## src/rtl/gpio_pkg.sv

```systemverilog
// Shared definitions for the GPIO bus path: arbiter FSM states and the
// word offsets of the AXI-Lite GPIO register map.
package gpio_pkg;

  typedef enum logic [1:0] {
    ST_IDLE = 2'd0,
    ST_BUSY = 2'd1,
    ST_RESP = 2'd2
  } arb_state_t;

  // Word offsets (byte address >> 2) of the GPIO bridge registers.
  localparam logic [6:0] GPIO_DATA   = 7'h00;
  localparam logic [6:0] GPIO_TRI    = 7'h01;
  localparam logic [6:0] GPIO_DATA2  = 7'h02;
  localparam logic [6:0] GPIO_TRI2   = 7'h03;
  localparam logic [6:0] GPIO_GIER   = 7'h47;
  localparam logic [6:0] GPIO_IP_ISR = 7'h48;
  localparam logic [6:0] GPIO_IP_IER = 7'h4A;

endpackage

```

## src/rtl/gpio_bus_arbiter_if.sv

```systemverilog
// Simple-bus link between the arbiter (master) and the GPIO bridge (slave).
// dat_r is registered in the slave and valid the cycle after ack.
interface gpio_bus_arbiter_if #(
  parameter int ADR_W = 7
);

  logic             stb;
  logic             we;
  logic [ADR_W-1:0] adr;
  logic [3:0]       byte_sel;
  logic [31:0]      dat_w;
  logic [31:0]      dat_r;
  logic             ack;

  modport master (
    output stb, we, adr, byte_sel, dat_w,
    input  dat_r, ack
  );

  modport slave (
    input  stb, we, adr, byte_sel, dat_w,
    output dat_r, ack
  );

endinterface

```

## src/rtl/gpio_bus_arbiter_rr_pick.sv

```systemverilog
// Combinational round-robin selector: returns the first set request bit at
// or above ptr, wrapping modulo N.
module rr_pick #(
  parameter int N   = 2,
  parameter int IDW = (N > 1) ? $clog2(N) : 1
) (
  input  logic [N-1:0]   req,
  input  logic [IDW-1:0] ptr,
  output logic           valid,
  output logic [IDW-1:0] idx
);

  logic [IDW:0] pos;

  // Scan from the farthest offset down so the nearest requester is written last.
  // NOTE: every output gets a default before the loop, so no latch is inferred.
  always_comb begin
    valid = 1'b0;
    idx   = ptr;
    pos   = '0;
    for (int off = N - 1; off >= 0; off--) begin
      pos = {1'b0, ptr} + (IDW + 1)'(off);
      if (pos >= (IDW + 1)'(N)) begin
        pos = pos - (IDW + 1)'(N);
      end
      if (req[pos[IDW-1:0]]) begin
        valid = 1'b1;
        idx   = pos[IDW-1:0];
      end
    end
  end

endmodule

```

## src/rtl/gpio_bus_arbiter.sv

```systemverilog
// Round-robin arbiter sharing one simple-bus slave port between NUM_REQ
// requesters; one downstream transaction per grant, response one cycle after ack.
module gpio_bus_arbiter
  import gpio_pkg::*;
#(
  parameter  int NUM_REQ = 2,
  parameter  int ADR_W   = 7,
  localparam int IDW     = (NUM_REQ > 1) ? $clog2(NUM_REQ) : 1
) (
  input  logic                     clk_i,
  input  logic                     rst_ni,
  input  logic [NUM_REQ-1:0]       req_stb_i,
  input  logic [NUM_REQ-1:0]       req_we_i,
  input  logic [NUM_REQ*ADR_W-1:0] req_adr_i,
  input  logic [NUM_REQ*4-1:0]     req_byte_sel_i,
  input  logic [NUM_REQ*32-1:0]    req_dat_i,
  output logic [31:0]              req_dat_o,
  output logic [NUM_REQ-1:0]       req_ack_o,
  gpio_bus_arbiter_if.master       bus,
  output logic                     busy_o,
  output logic [IDW-1:0]           grant_o
);

  arb_state_t       state_q, state_d;
  logic [IDW-1:0]   rr_ptr_q, grant_q, pick_idx;
  logic             pick_valid;
  logic             we_q;
  logic [ADR_W-1:0] adr_q;
  logic [3:0]       sel_q;
  logic [31:0]      dat_q;

  logic [ADR_W-1:0] adr_arr [NUM_REQ];
  logic [3:0]       sel_arr [NUM_REQ];
  logic [31:0]      dat_arr [NUM_REQ];

  for (genvar r = 0; r < NUM_REQ; r++) begin : g_unpack
    assign adr_arr[r] = req_adr_i[r*ADR_W +: ADR_W];
    assign sel_arr[r] = req_byte_sel_i[r*4 +: 4];
    assign dat_arr[r] = req_dat_i[r*32 +: 32];
  end

  rr_pick #(
    .N   (NUM_REQ),
    .IDW (IDW)
  ) u_pick (
    .req   (req_stb_i),
    .ptr   (rr_ptr_q),
    .valid (pick_valid),
    .idx   (pick_idx)
  );

  // NOTE: sequential state uses non-blocking assignments so every flop
  // samples the pre-edge values of its inputs.
  always_ff @(posedge clk_i or negedge rst_ni) begin
    if (!rst_ni) state_q <= ST_IDLE;
    else         state_q <= state_d;
  end

  always_comb begin
    state_d = state_q;
    unique case (state_q)
      ST_IDLE: if (pick_valid) state_d = ST_BUSY;
      ST_BUSY: if (bus.ack)    state_d = ST_RESP;
      ST_RESP:                 state_d = ST_IDLE;
      default:                 state_d = ST_IDLE;
    endcase
  end

  // stb drops in RESP, so the slave never sees a second strobe for one grant.
  always_comb begin
    bus.stb   = (state_q == ST_BUSY);
    busy_o    = (state_q != ST_IDLE);
    req_ack_o = '0;
    req_dat_o = '0;
    if (state_q == ST_RESP) begin
      req_ack_o[grant_q] = 1'b1;
      req_dat_o          = bus.dat_r;
    end
  end

  // Winner's fields are captured once at the decision and held until the next one.
  always_ff @(posedge clk_i or negedge rst_ni) begin
    if (!rst_ni) begin
      grant_q  <= '0;
      rr_ptr_q <= '0;
      we_q     <= 1'b0;
      adr_q    <= '0;
      sel_q    <= '0;
      dat_q    <= '0;
    end else begin
      if (state_q == ST_IDLE && pick_valid) begin
        grant_q <= pick_idx;
        we_q    <= req_we_i[pick_idx];
        adr_q   <= adr_arr[pick_idx];
        sel_q   <= sel_arr[pick_idx];
        dat_q   <= dat_arr[pick_idx];
      end
      if (state_q == ST_RESP) begin
        rr_ptr_q <= (grant_q == IDW'(NUM_REQ - 1)) ? '0 : grant_q + 1'b1;
      end
    end
  end

  assign bus.we       = we_q;
  assign bus.adr      = adr_q;
  assign bus.byte_sel = sel_q;
  assign bus.dat_w    = dat_q;
  assign grant_o      = grant_q;

endmodule

```

## src/flat_wrapper.sv

```systemverilog
// flat-port wrapper written by rule: the top's interface ports become plain ports
module gpio_bus_arbiter_flat import gpio_pkg::*;
#(
  parameter  int NUM_REQ = 2,
  parameter  int ADR_W   = 7,
  localparam int IDW     = (NUM_REQ > 1) ? $clog2(NUM_REQ) : 1
)
  (clk_i, rst_ni, req_stb_i, req_we_i, req_adr_i, req_byte_sel_i, req_dat_i, req_dat_o, req_ack_o, busy_o, grant_o, bus_stb, bus_we, bus_adr, bus_byte_sel, bus_dat_w, bus_dat_r, bus_ack);
  gpio_bus_arbiter_if #(.ADR_W(ADR_W)) bus_i ();
  input  logic clk_i;
  input  logic rst_ni;
  input  logic [NUM_REQ-1:0] req_stb_i;
  input  logic [NUM_REQ-1:0] req_we_i;
  input  logic [NUM_REQ*ADR_W-1:0] req_adr_i;
  input  logic [NUM_REQ*4-1:0] req_byte_sel_i;
  input  logic [NUM_REQ*32-1:0] req_dat_i;
  output logic [31:0] req_dat_o;
  output logic [NUM_REQ-1:0] req_ack_o;
  output logic busy_o;
  output logic [IDW-1:0] grant_o;
  output wire logic [$bits(bus_i.stb)-1:0] bus_stb;
  output wire logic [$bits(bus_i.we)-1:0] bus_we;
  output wire logic [$bits(bus_i.adr)-1:0] bus_adr;
  output wire logic [$bits(bus_i.byte_sel)-1:0] bus_byte_sel;
  output wire logic [$bits(bus_i.dat_w)-1:0] bus_dat_w;
  input wire logic [$bits(bus_i.dat_r)-1:0] bus_dat_r;
  input wire logic [$bits(bus_i.ack)-1:0] bus_ack;
  assign bus_stb = bus_i.stb;
  assign bus_we = bus_i.we;
  assign bus_adr = bus_i.adr;
  assign bus_byte_sel = bus_i.byte_sel;
  assign bus_dat_w = bus_i.dat_w;
  assign bus_i.dat_r = bus_dat_r;
  assign bus_i.ack = bus_ack;
  gpio_bus_arbiter #(.NUM_REQ(NUM_REQ), .ADR_W(ADR_W)) u_core (.clk_i(clk_i), .rst_ni(rst_ni), .req_stb_i(req_stb_i), .req_we_i(req_we_i), .req_adr_i(req_adr_i), .req_byte_sel_i(req_byte_sel_i), .req_dat_i(req_dat_i), .req_dat_o(req_dat_o), .req_ack_o(req_ack_o), .bus(bus_i), .busy_o(busy_o), .grant_o(grant_o));
endmodule
```

## config.mk

```make
export PLATFORM = sky130hd
export DESIGN_NAME = gpio_bus_arbiter_flat
export DESIGN_NICKNAME = d
export VERILOG_FILES = /design/src/rtl/gpio_pkg.sv /design/src/rtl/gpio_bus_arbiter_if.sv /design/src/rtl/gpio_bus_arbiter_rr_pick.sv /design/src/rtl/gpio_bus_arbiter.sv /design/src/flat_wrapper.sv
export SDC_FILE = /design/constraint.sdc
export NUM_CORES = 1
export LEC_CHECK = 0
export ABC_CLOCK_PERIOD_IN_PS = 1400
export BUFFER_PORTS_ARGS = -buffer_cell sky130_fd_sc_hd__buf_2
export CAP_MARGIN = 30
export CELL_PAD_IN_SITES_DETAIL_PLACEMENT = 1
export CELL_PAD_IN_SITES_GLOBAL_PLACEMENT = 1
export CORE_MARGIN = 2
export CORE_UTILIZATION = 29
export DETAILED_ROUTE_END_ITERATION = 8
export PLACE_DENSITY = 0.88
export SLEW_MARGIN = 15
export SYNTH_ARGS = -nofsm -noshare
export SYNTH_HDL_FRONTEND = slang
export SYNTH_SLANG_ARGS = --single-unit
```

## constraint.sdc

```tcl
create_clock -name clk_i -period 1.4 [get_ports clk_i]
set_clock_uncertainty 0.1 [all_clocks]
set_input_delay 0 -clock clk_i [delete_from_list [all_inputs] [get_ports clk_i]]
set_output_delay 0 -clock clk_i [all_outputs]
set_load 0.02 [all_outputs]
```

==> impl_metrics.env <==
export IMPL_status="finished with violations"
export IMPL_violations="setup timing"
export IMPL_final_common_cell="buf_2"
export IMPL_gp_congestion=0.7997
export IMPL_clockBufferDepth=2
export IMPL_start_util_pct=29.94
export IMPL_clk_pin_slew_ns=0.09
export IMPL_antenna_found_initial=2
export IMPL_use_met1_pct=36.38
export IMPL_row_count=36
export IMPL_fin_hold_ws_ns=0.1459
export IMPL_netlist_area_sq_um=2927
export IMPL_nNetsFinal=739
export IMPL_fin_tns_setup_ns=-10.34
export IMPL_clk_latency_ns=0.30
export IMPL_portBuffers=205
export IMPL_route_vias_total=4454
export IMPL_synth_cells=321
export IMPL_drt_pre_antenna_iters=5
export IMPL_crit_required_ns=1.30
export IMPL_max_cap_viol_count=0
export IMPL_grt_overflow=0
export IMPL_irDropWorstVdd_mv=0.8931
export IMPL_die_area_sq_um=10910
export IMPL_die_w_microns=104.5
export IMPL_drc=0
export IMPL_power_w=0.01102
export IMPL_use_met2_pct=56.12
export IMPL_cp_arrival_ns=1.47
export IMPL_cp_slowest_stage_delay_ns=0.40
export IMPL_slowest_stage="dfrtp_1"
export IMPL_drt_initial_drc_count=267
export IMPL_synth_cell_type_count=20
export IMPL_dp_cells=628
export IMPL_grt_pass1_wl_mm=26.65
export IMPL_ys_seq_area_share_pct=41.04
export IMPL_wl_mm=18.77
export IMPL_crit_chain="and2b_4 > buf_6 > and2_4 > buf_6"
export IMPL_place_area_sq_um=4120
export IMPL_worst_pin_slew_ns=1.082
export IMPL_synth_seq_cells=48
export IMPL_area_growth_syn_to_layout_pct=106.0
export IMPL_max_freq_ghz=0.6369
export IMPL_drv_slew=0
export IMPL_hold_viol=0
export IMPL_cts_htree_levels=2
export IMPL_syn_nets=446
export IMPL_grtUsageTotal_pct=30.87
export IMPL_drive_gt1_share_pct=52.36
export IMPL_slew_headroom_pct=27.78
export IMPL_cp_max_fo=8
export IMPL_leakage_nw=2.735
export IMPL_avgSynthCellArea_sq_um=9.117
export IMPL_setup_ws_ns=-0.1702
export IMPL_ioPinCount=206
export IMPL_gr_usage_met3_pct=4.637
export IMPL_holdCritPathClass="input pin to async pin"
export IMPL_post_route_period_util_pct=112.2
export IMPL_die_h_microns=104.5
export IMPL_cp_end_kind="output port"
export IMPL_fin_cells=750
export IMPL_core_sq_um=9774
export IMPL_grt_max_degree=49
export IMPL_fin_crit_ns=1.570
export IMPL_critical_path_class="flop to output port"
export IMPL_cts_tree="built"
export IMPL_detail_route_antenna_nets=0
export IMPL_wl_per_cell_microns=25.03
export IMPL_cts_root_buf="clkbuf_8"
export IMPL_setup_viol=82
export IMPL_rsz0062_at_grt="yes"
export IMPL_grt_pass1_vias=4744
export IMPL_gr_max_usage_layer="met2"
export IMPL_final_cell_mix="170 x buf_2, 90 x dlygate4sd3_1, 68 x o2111ai_1"
export IMPL_clock_sinks=48
export IMPL_start_kind="flop"
export IMPL_dp_hpwl_mm=8.885
export IMPL_synth_warnings=0
export IMPL_powerDensity_nw_per_um2=1828
export IMPL_cts_made_buffers=5
export IMPL_routed_via_density=5.939
export IMPL_post_route_cell_area_sq_um=6030
export IMPL_crit_top_cell="buf_6"
## cells in the mapped netlist, drive strengths merged
cell	number	area (sq um)
and2b	1	7.510
nor2b	1	6.260
buf	30	148.9
nor2	4	25.03
o21ai	46	230.2
a211oi	1	7.510
and2	34	212.7
o2111ai	88	770.7
a21o	1	7.510
dfrtp	48	1201
nand2b	1	6.260
nand3	44	220.2
clkbuf	17	63.81
inv	5	18.76
## final timing paths
| kind | from | endpoint | slack (ns) | cells after the start |
|---|---|---|---|---|
| setup / recovery | u_core.state_q[0] | req_dat_o[11] | -0.17 | 4 |
| min in group clk_i | req_stb_i[0] | u_core.bus.dat_w[14] | 0.17 | 4 |
| setup reg to reg | u_core.state_q[0] | u_core.bus.adr[3] | -0.15 | 6 |
| max in group asynchronous | rst_ni | u_core.rr_ptr_q | 0.81 | 3 |
| hold reg to reg | u_core.bus.adr[1] | u_core.bus.adr[1] | 0.41 | 2 |
| hold / removal | rst_ni | u_core.bus.adr[0] | 0.15 | 3 |
## sequential cells by signal (all words and copies together) (netlist names)
signal	count
u_core.state_q	2
u_core.bus.adr	7
u_core.rr_ptr_q	1
u_core.bus.dat_w	32
u_core.bus.we	1
u_core.bus.byte_sel	4
u_core.grant_o	1
## layout make-up
cell class | count | area, sq um
clock buffers | 8 | 90.09
well taps | 133 | 166.4
fillers | 1085 | 3745
multi-input cells | 221 | 1833
diodes | 2 | 5.005
flip-flops and latches | 48 | 1202
repair buffers | 333 | 2709
inverters | 5 | 23.77
## report_power, final
part	internal [W]	total, W	switching [W]
Combinational	0.00325	0.00759	0.00434
Clock	0.000405	0.000899	0.000494
Sequential	0.00206	0.00253	0.000474
## metrics by stage
step                      util (%)  setup slack [ns]
after floorplan                  -            0.1209
after global placement       42.15           0.07437
after detailed placement     42.15          0.008698
after CTS                    56.55           -0.1395
after global routing         61.69           -0.2121
final                        61.69           -0.1702
## timing repair
action                                  CTS  global route
setup buffers                             5             3
hold endpoints to repair                 94             0
endpoints found under the setup margin   35            81
resized for setup                       108            53
pin swaps                                30            26
cloned                                    4            10
hold buffers                             90             0
## worst max-delay path: cells and delay by family, from the launching register on
kind / cells / cell delay, ns
buffers and inverters: 2 / 0.28
AND/OR/NAND/NOR: 2 / 0.49
flip-flops: 1 / 0.40
## metal layers
metal	routed length (microns)	vias up
met1	6929	2205
met2	9926	302
met3	1252	58
met5	0	-
li1	-	1889
met4	664	0
## cell families (layout without fill, tap and decap cells)
logic type	count (synthesis)	after routing	share of synthesized area [%]
other	0	2	0
DFF	48	48	41.04
and+or+nand+nor	85	85	16.33
buffers and inverters	52	346	7.909
AOI/OAI and AO/OA	136	136	34.72
No activity file was read; power rests on OpenSTA's default activity.
